--- src/rtl/fetch_unit_if.sv ---
// Fetch unit bus: instruction-memory req/gnt/rvalid channel, execute redirect,
// and the valid/ready instruction handoff to decode.
interface fetch_unit_if #(
    parameter int WORDSIZE         = 64,
    parameter int INSTRUCTION_SIZE = 32
);
    logic                        imem_req;
    logic [WORDSIZE-1:0]         imem_addr;
    logic                        imem_gnt;
    logic                        imem_rvalid;
    logic [INSTRUCTION_SIZE-1:0] imem_rdata;
    logic                        redirect_valid;
    logic [WORDSIZE-1:0]         redirect_pc;
    logic                        inst_valid;
    logic                        inst_ready;
    logic [INSTRUCTION_SIZE-1:0] inst;
    logic [WORDSIZE-1:0]         inst_pc;

    modport master (
        output imem_req, imem_addr, inst_valid, inst, inst_pc,
        input  imem_gnt, imem_rvalid, imem_rdata, redirect_valid, redirect_pc, inst_ready
    );

    modport slave (
        input  imem_req, imem_addr, inst_valid, inst, inst_pc,
        output imem_gnt, imem_rvalid, imem_rdata, redirect_valid, redirect_pc, inst_ready
    );
endinterface

--- src/rtl/fetch_unit.sv ---
// Instruction fetch: one outstanding imem request, FIFO of {inst, pc} toward decode,
// redirect flush. Define FETCH_MISALIGN_EN to add the fetch_misalign output and stall.
module fetch_unit #(
    parameter int                  WORDSIZE         = 64,
    parameter int                  INSTRUCTION_SIZE = 32,
    parameter logic [WORDSIZE-1:0] RESET_PC         = '0,
    parameter int                  FIFO_DEPTH       = 2
) (
    input  logic         clk,
    input  logic         reset_n,
    fetch_unit_if.master bus
`ifdef FETCH_MISALIGN_EN
    ,
    output logic         fetch_misalign
`endif
);
    localparam int PTR_W = $clog2(FIFO_DEPTH);
    localparam int CNT_W = PTR_W + 1;

    typedef enum logic [1:0] {
        IDLE = 2'd0,
        REQ  = 2'd1,
        WAIT = 2'd2
    } state_t;

    state_t                      state;
    logic                        req_q;
    logic                        discard;
    logic [WORDSIZE-1:0]         pc;
    logic [WORDSIZE-1:0]         req_pc;

    logic [INSTRUCTION_SIZE-1:0] fifo_inst [FIFO_DEPTH];
    logic [WORDSIZE-1:0]         fifo_pc   [FIFO_DEPTH];
    logic [PTR_W-1:0]            head;
    logic [PTR_W-1:0]            tail;
    logic [CNT_W-1:0]            count;

    logic [WORDSIZE-1:0]         redir_tgt;
    logic                        misalign_hit;
    logic                        blocked;
    logic                        has_space;
    logic                        push;
    logic                        pop;

`ifdef FETCH_MISALIGN_EN
    logic misalign_q;

    assign redir_tgt      = bus.redirect_pc;
    assign misalign_hit   = (bus.redirect_pc[1:0] != 2'b00);
    assign blocked        = misalign_q;
    assign fetch_misalign = misalign_q;

    // Sticky until the next redirect re-evaluates alignment.
    always_ff @(posedge clk or negedge reset_n) begin
        if (!reset_n)
            misalign_q <= 1'b0;
        else if (bus.redirect_valid)
            misalign_q <= misalign_hit;
    end
`else
    assign redir_tgt    = bus.redirect_pc & ~WORDSIZE'(3);
    assign misalign_hit = 1'b0;
    assign blocked      = 1'b0;
`endif

    // Only one request is ever in flight, so in IDLE the count alone decides space.
    assign has_space = (count < CNT_W'(FIFO_DEPTH));
    assign push      = (state == WAIT) && bus.imem_rvalid && !discard && !bus.redirect_valid;
    assign pop       = (count != '0) && bus.inst_ready && !bus.redirect_valid;

    assign bus.imem_req   = req_q;
    assign bus.imem_addr  = pc;
    assign bus.inst_valid = (count != '0);
    assign bus.inst       = fifo_inst[head];
    assign bus.inst_pc    = fifo_pc[head];

    always_ff @(posedge clk or negedge reset_n) begin
        if (!reset_n) begin
            state   <= IDLE;
            req_q   <= 1'b0;
            discard <= 1'b0;
            pc      <= RESET_PC;
            req_pc  <= '0;
        end else begin
            if (bus.redirect_valid)
                pc <= redir_tgt;
            else if (state == REQ && bus.imem_gnt)
                pc <= pc + WORDSIZE'(4);

            case (state)
                IDLE: begin
                    if (bus.redirect_valid) begin
                        if (!misalign_hit) begin
                            state <= REQ;
                            req_q <= 1'b1;
                        end
                    end else if (has_space && !blocked) begin
                        state <= REQ;
                        req_q <= 1'b1;
                    end
                end
                REQ: begin
                    if (bus.imem_gnt) begin
                        state   <= WAIT;
                        req_q   <= 1'b0;
                        req_pc  <= pc;
                        discard <= bus.redirect_valid;
                    end else if (bus.redirect_valid && misalign_hit) begin
                        state <= IDLE;
                        req_q <= 1'b0;
                    end
                end
                WAIT: begin
                    // A response coinciding with a redirect is consumed here and dropped.
                    if (bus.imem_rvalid) begin
                        state   <= IDLE;
                        discard <= 1'b0;
                    end else if (bus.redirect_valid) begin
                        discard <= 1'b1;
                    end
                end
                default: begin
                    state <= IDLE;
                    req_q <= 1'b0;
                end
            endcase
        end
    end

    always_ff @(posedge clk or negedge reset_n) begin
        if (!reset_n) begin
            head  <= '0;
            tail  <= '0;
            count <= '0;
            for (int i = 0; i < FIFO_DEPTH; i++) begin
                fifo_inst[i] <= '0;
                fifo_pc[i]   <= '0;
            end
        end else if (bus.redirect_valid) begin
            head  <= '0;
            tail  <= '0;
            count <= '0;
        end else begin
            if (push) begin
                fifo_inst[tail] <= bus.imem_rdata;
                fifo_pc[tail]   <= req_pc;
                tail            <= tail + PTR_W'(1);
            end
            if (pop)
                head <= head + PTR_W'(1);
            case ({push, pop})
                2'b10:   count <= count + CNT_W'(1);
                2'b01:   count <= count - CNT_W'(1);
                default: count <= count;
            endcase
        end
    end
endmodule
--- src/flat_wrapper.sv ---
// flat-port wrapper written by rule: the top's interface ports become plain ports
module fetch_unit_flat 
#(
    parameter int                  WORDSIZE         = 64,
    parameter int                  INSTRUCTION_SIZE = 32,
    parameter logic [WORDSIZE-1:0] RESET_PC         = '0,
    parameter int                  FIFO_DEPTH       = 2
)
  (clk, reset_n, bus_imem_req, bus_imem_addr, bus_inst_valid, bus_inst, bus_inst_pc, bus_imem_gnt, bus_imem_rvalid, bus_imem_rdata, bus_redirect_valid, bus_redirect_pc, bus_inst_ready);
  fetch_unit_if #(.WORDSIZE(WORDSIZE), .INSTRUCTION_SIZE(INSTRUCTION_SIZE)) bus_i ();
  input  logic clk;
  input  logic reset_n;
  output wire logic [$bits(bus_i.imem_req)-1:0] bus_imem_req;
  output wire logic [$bits(bus_i.imem_addr)-1:0] bus_imem_addr;
  output wire logic [$bits(bus_i.inst_valid)-1:0] bus_inst_valid;
  output wire logic [$bits(bus_i.inst)-1:0] bus_inst;
  output wire logic [$bits(bus_i.inst_pc)-1:0] bus_inst_pc;
  input wire logic [$bits(bus_i.imem_gnt)-1:0] bus_imem_gnt;
  input wire logic [$bits(bus_i.imem_rvalid)-1:0] bus_imem_rvalid;
  input wire logic [$bits(bus_i.imem_rdata)-1:0] bus_imem_rdata;
  input wire logic [$bits(bus_i.redirect_valid)-1:0] bus_redirect_valid;
  input wire logic [$bits(bus_i.redirect_pc)-1:0] bus_redirect_pc;
  input wire logic [$bits(bus_i.inst_ready)-1:0] bus_inst_ready;
  assign bus_imem_req = bus_i.imem_req;
  assign bus_imem_addr = bus_i.imem_addr;
  assign bus_inst_valid = bus_i.inst_valid;
  assign bus_inst = bus_i.inst;
  assign bus_inst_pc = bus_i.inst_pc;
  assign bus_i.imem_gnt = bus_imem_gnt;
  assign bus_i.imem_rvalid = bus_imem_rvalid;
  assign bus_i.imem_rdata = bus_imem_rdata;
  assign bus_i.redirect_valid = bus_redirect_valid;
  assign bus_i.redirect_pc = bus_redirect_pc;
  assign bus_i.inst_ready = bus_inst_ready;
  fetch_unit #(.WORDSIZE(WORDSIZE), .INSTRUCTION_SIZE(INSTRUCTION_SIZE), .RESET_PC(RESET_PC), .FIFO_DEPTH(FIFO_DEPTH)) u_core (.clk(clk), .reset_n(reset_n), .bus(bus_i));
endmodule
--- config.mk ---
export PLATFORM = sky130hd
export DESIGN_NAME = fetch_unit_flat
export DESIGN_NICKNAME = d
export VERILOG_FILES = /design/src/rtl/fetch_unit_if.sv /design/src/rtl/fetch_unit.sv /design/src/flat_wrapper.sv
export SDC_FILE = /design/constraint.sdc
export NUM_CORES = 1
export LEC_CHECK = 0
export BUFFER_PORTS_ARGS = -buffer_cell sky130_fd_sc_hd__buf_2
export CAP_MARGIN = 20
export CORE_ASPECT_RATIO = 0.75
export CORE_UTILIZATION = 55
export DETAILED_ROUTE_END_ITERATION = 7
export GPL_ROUTABILITY_DRIVEN = 0
export GPL_TIMING_DRIVEN = 0
export PLACE_DENSITY_LB_ADDON = 0.3
export RECOVER_POWER = 25
export SKIP_CTS_REPAIR_TIMING = 1
export SLEW_MARGIN = 30
export SYNTH_ARGS = -nofsm -noshare
export SYNTH_HDL_FRONTEND = slang
export SYNTH_SLANG_ARGS = --single-unit
--- constraint.sdc ---
create_clock -name clk -period 3.6 [get_ports clk]
set_input_delay 0.18 -clock clk [delete_from_list [all_inputs] [get_ports clk]]
set_output_delay 0.18 -clock clk [all_outputs]
set_load 0.02 [all_outputs]
## Yosys cells after proc, flatten, opt, wreduce, memory -nomap -nowiden

Cells that the tools add are included.

- Register bits: 328
- Input bits: 102
- Logic and storage cells: 87

- $add $sub $neg: 5
- Order comparisons: 4
- Eq/ne operators: 8
- Multiplexer cells: 33
- Bitwise gates (word level): 4
- Reductions and logical operators: 21

Operators with widths:

| cell | number |
|---|---|
| 64-bit 2-to-1 mux | 6 |
| 128-bit bitwise mux | 1 |
| 32-bit 2-to-1 mux | 4 |
| 64-bit by 3-bit adder with 64-bit output, second input constant | 1 |
| 64-bit bitwise mux | 1 |
| 64-bit demux with 1-bit select | 1 |
| 32-bit demux with 1-bit select | 1 |
| 1-bit 2-to-1 mux | 10 |
| 2-bit 2-to-1 mux | 5 |
| 2-bit nonzero test | 5 |
| 3-bit AND reduction | 3 |
| 1-bit logical AND | 7 |
| 2-bit case mux with 3 select lines | 1 |
| 2-bit by 1-bit == test with 1-bit output, second input constant | 2 |
| 2-bit == test, second input constant | 2 |
| 2-bit greater-or-equal comparator, second input constant | 2 |
| 2-bit inequality test, second input constant | 2 |
| 1-bit NOT with 2-bit output | 2 |
| 2-bit case mux with 2 select lines | 1 |
| 2-bit AND reduction | 2 |
| 3-bit by 2-bit inequality test with 1-bit output, second input constant | 1 |
| 3-bit inequality test, second input constant | 1 |
| 1-bit case mux with 3 select lines | 1 |
| 3-bit nonzero test | 1 |
| other kinds (9) | 12 |

## Logic depth before layout (Yosys ltp)

- Word-level depth: 7
- Gate-level depth with buffers: 8
- Mapped depth without buffers: 6

## Worst setup path after synthesis

Ideal clock, no wire load.

- Path type: register -> register
- From: register u_core.pc[2], in the netlist u_core.bus.imem_addr[2]
- To: register u_core.pc[46], in the netlist u_core.bus.imem_addr[46]
- Setup time: 0.082 ns
- Data arrival time: 2.569 ns
- Required time: 3.518 ns
- Path slack: 0.950 ns
- Cell stages (with the launch flop): 9
- Path buffers: 2
- Cells stage by stage: dfrtp_1 ha_1 nand4b_1 or3_1 clkbuf_1 or3_1 clkbuf_1 or4_1 a31oi_1

- Cells in the longest elaborated chain, start to end: 3

Ends and longest elaborated chain:

| what | RTL line | RTL |
|---|---|---|
| start, declared | fetch_unit.sv:29 | `logic [WORDSIZE-1:0] pc;` |
| start signal, assigned | fetch_unit.sv:86 | `pc <= redir_tgt;` |
| start signal, assigned | fetch_unit.sv:88 | `pc <= pc + WORDSIZE'(4);` |
| 64-bit by 3-bit adder with 64-bit output | fetch_unit.sv:88 |  |
| 64-bit 2-to-1 mux | fetch_unit.sv:87 | `else if (state == REQ && bus.imem_gnt)` |
| 64-bit 2-to-1 mux | fetch_unit.sv:85 | `if (bus.redirect_valid)` |

No other way between the ends. The select of a mux whose other input is x is not followed.
A chain may end at the register's enable or synchronous reset.

## Worst setup path after layout

- From: register u_core.head
- To: output port bus_inst_pc[35]

- Cells in the longest elaborated chain, start to end: 4

Ends and longest elaborated chain:

| what | RTL line | RTL |
|---|---|---|
| start, declared | fetch_unit.sv:34 | `logic [PTR_W-1:0] head;` |
| start signal, assigned | fetch_unit.sv:150 | `head <= head + PTR_W'(1);` |
| 1-bit NOT with 2-bit output (implied by the code) | fetch_unit.sv:75 | `assign bus.inst_pc = fifo_pc[head];` |
| 64-bit 2-to-1 mux (implied by the code) (3 in series) | fetch_unit.sv:75 |  |
| end, declared | flat_wrapper.sv:17 | `output wire logic [$bits(bus_i.inst_pc)-1:0] bus_inst_pc;` |

No other way between the ends. The select of a mux whose other input is x is not followed.

==> impl_metrics.json <==
{
  "synth.yosys.seq_area_share_pct": 55.2,
  "avgSynthCellArea_um2": 11.6,
  "hold_path.class": "in2reg",
  "rsz0062_at_grt": "false",
  "regToRegSetupSlack_ns": 0.48,
  "dpl_cell_area_um2": 16300,
  "cts_tree": "done",
  "ctsHtreeMaxLevel": 1,
  "syn_to_final_growth_pct": 26.2,
  "clock_sinks": 320,
  "r2r_end": "u_core.fifo_pc[120]",
  "max_freq_mhz": 303,
  "cp-start-kind": "flop",
  "clockBufferDepth": 3,
  "crit_chain": "clkbuf_1, buf_1, clkbuf_1, mux2_2, buf_2",
  "cts_made_buffers": 31,
  "die_y_um": 143,
  "relSlewSlack_pct": -12.5,
  "nNetsFinal": 1751,
  "slew_violations": 31,
  "grt_pass1_wl_mm": 59.6,
  "worst_pin_slew_ns": 1.69,
  "clk_latency_ns": 0.56,
  "clkTransAtPathRegs_ns": 0.06,
  "final_core_util_pct": 70.6,
  "dieArea_um2": 27000,
  "peakVddDrop_mv": 0.563,
  "antenna_found_initial": 1,
  "synth.area.top_cells": "dfrtp_1 (55%), mux2_2 (22%), nand2_1 (6.4%)",
  "cp_common_cell": "clkbuf_1",
  "drt_iter0_drc": 610,
  "drtAntennaViolNets": 0,
  "finalNonFillerCells": 2017,
  "required_ns": 3.42,
  "synthAdderAreaFrac_pct": 0.0863,
  "synth-compound-area-share_pct": 3.70,
  "cts_root_buffer": "clkbuf_16",
  "wl_mm": 40.3,
  "holdPathEnd": "u_core.head",
  "viasPerCell": 5.62,
  "leakage_nw": 8.96,
  "ys_warn_count": 0,
  "core_um2": 25900,
  "avgRoutedWirePerCell_um": 20.0,
  "boundaryPins": 264,
  "grt_pass1_vias": 10800,
  "yosys.area.top_type_share_pct": 55.2,
  "final_area_um2": 18300,
  "vias": 11300,
  "synth_mux_area_share_pct": 22.5,
  "hold_depth": 4,
  "io_buffers": 256,
  "power_mw": 12.1,
  "clock_skew_ns": 0.0117,
  "grt_overflow": 0,
  "violations": "max-capacitance violations, max-slew violations",
  "synth_top_cell_by_area": "dfrtp_1",
  "fill_cells": 1913,
  "ys_types": 44,
  "max_cap_viol_count": 1,
  "p_per_area_nw_per_um2": 662,
  "hp-start": "bus_inst_ready",
  "crit_type": "reg2out",
  "drc": 0,
  "rr_worst_depth": 8,
  "synth_top_family_by_area": "multiplexers",
  "rows": 51,
  "start_util_pct": 56.0,
  "post-route-period-util_pct": 91.8,
  "finalHoldViolations": 0,
  "setup_viol": 0,
  "drtPass1Iterations": 7,
  "fin_crit_ns": 3.30,
  "critPathMaxStageDelay_ns": 0.71,
  "crit_fanout": 10,
  "synth_xor_xnor_area_share_pct": 2.54,
  "worstPathArrival_ns": 3.12,
  "fin_tns_setup_ns": 0,
  "status": "finished with violations",
  "synth-seq-cells": 320,
  "timing.rr.start": "u_core.state[1]",
  "synth-simple-area-share_pct": 13.5,
  "critPathSlowestCell": "buf_1",
  "syn_inst": 1255,
  "dp_hpwl_mm": 27.2,
  "track_usage_pct": 28.3,
  "grt_max_degree": 83,
  "placed_cells": 1862,
  "die_x_um": 189,
  "layout-drive-gt1-share_pct": 36.4,
  "netlist_area_um2": 14500,
  "crit_path_end_kind": "primary output"
}
-- how the worst max path moves through the flow --
stage	start	to	slack, ns	cells past startpoint
after global routing	u_core.head	bus_inst_pc[62]	0.19	5
after CTS	u_core.head	bus_inst_pc[62]	0.28	5
after floorplan	u_core.bus.imem_addr[2]	u_core.bus.imem_addr[46]	0.95	8
final	u_core.head	bus_inst_pc[35]	0.30	5
after global placement	reset_n	u_core.fifo_inst[51]	-3.67	1
after detailed placement	u_core.state[1]	u_core.fifo_pc[120]	0.48	8
-- cells in the mapped netlist --
cell type,number
a211o_1,2
a211oi_1,1
a21o_1,1
a21oi_1,5
a221o_1,2
a22oi_1,4
a311oi_1,1
a31oi_1,11
and3_1,11
and3b_1,2
and4_1,5
buf_1,12
buf_2,8
buf_4,4
clkbuf_1,51
clkbuf_2,1
conb_1,1
dfrtp_1,320
ha_1,1
inv_1,9
mux2_2,283
mux2i_1,8
nand2_1,246
nand2b_1,2
nand3_1,25
nand3b_1,1
nand4_1,29
nand4b_1,3
nor2_1,28
nor2b_1,11
nor3_1,14
nor3b_1,1
nor4_1,22
nor4b_1,2
o21ai_0,57
o311ai_0,1
o31a_1,4
o31ai_1,3
or2_2,1
or3_1,11
or4_1,8
or4_4,1
xnor2_1,24
xor2_1,18
-- layer usage --
metal	GRT usage, %	part of all wire (%)	up-vias
met3	6.64	6.8	60
met1	40.5	44	5720
met4	7.17	1.9	0
li1	-	-	5182
met5	0	0	-
met2	43.5	47	381
-- power by group --
part,switching [mW],leakage (nW),internal [mW]
clock network,1.41,0.498,1.89
registers,0.686,4.14,4.56
logic,2.00,4.32,1.57
-- logic make-up (layout without fill, tap and decap cells) --
family                     count (synthesis)  count (layout)
other                                      1               6
xor gates and xnor gates                  42              42
buffers and inverters                     85             498
and+or+nand+nor                          423             423
muxes                                    291             291
adders and majority gates                  1               1
AOI/OAI and AO/OA                         92              92
DFF                                      320             320
-- state kept, by name (all words and copies together), names as in the netlist --
| register | count |
|---|---|
| u_core.fifo_inst | 64 |
| u_core.head | 1 |
| u_core.bus.imem_req | 1 |
| u_core.count | 2 |
| u_core.bus.imem_addr | 62 |
| u_core.fifo_pc | 124 |
| u_core.tail | 1 |
| u_core.discard | 1 |
| u_core.state | 2 |
| u_core.req_pc | 62 |
-- layout by cell type (no fill, tap or decap), types with 12 or more instances in the layout --
master | Yosys | routed
dfrtp_1 | 320 | 320
mux2_2 | 283 | 283
buf_2 | 8 | 263
nand2_1 | 246 | 246
dlygate4sd3_1 | 0 | 97
clkbuf_1 | 51 | 57
o21ai_0 | 57 | 57
clkbuf_16 | 0 | 31
nand4_1 | 29 | 29
nor2_1 | 28 | 28
nand3_1 | 25 | 25
xnor2_1 | 24 | 24
nor4_1 | 22 | 22
xor2_1 | 18 | 18
nor3_1 | 14 | 14
buf_1 | 12 | 12
-- area by class of cell --
type	instances	area [um^2]	area share, %
antenna	2	5.00	0.0274
buffer	76	312	1.70
clock buffer	44	905	4.94
clock inverter	12	124	0.677
inverter	9	33.8	0.185
multi-input combinational	853	6160	33.7
sequential	320	8010	43.8
tap	344	430	2.35
timing repair buffer	357	2320	12.7
-- stage by stage --
step                      setup slack [ns]  hold WS, ns
final                                0.295      0.00657
after global placement               -3.67        0.382
after detailed placement             0.478       0.0613
after global routing                 0.189       0.0195
after CTS                            0.282       -0.521
after floorplan                      0.950       -0.116
-- worst max-delay path, delay by kind of cell, from the launching register on --
| kind | cells | cell delay (ns) |
|---|---|---|
| buffers and inverters | 4 | 1.82 |
| muxes | 1 | 0.42 |
| DFF | 1 | 0.32 |
Note: power is estimated with default switching activity, not from simulation.
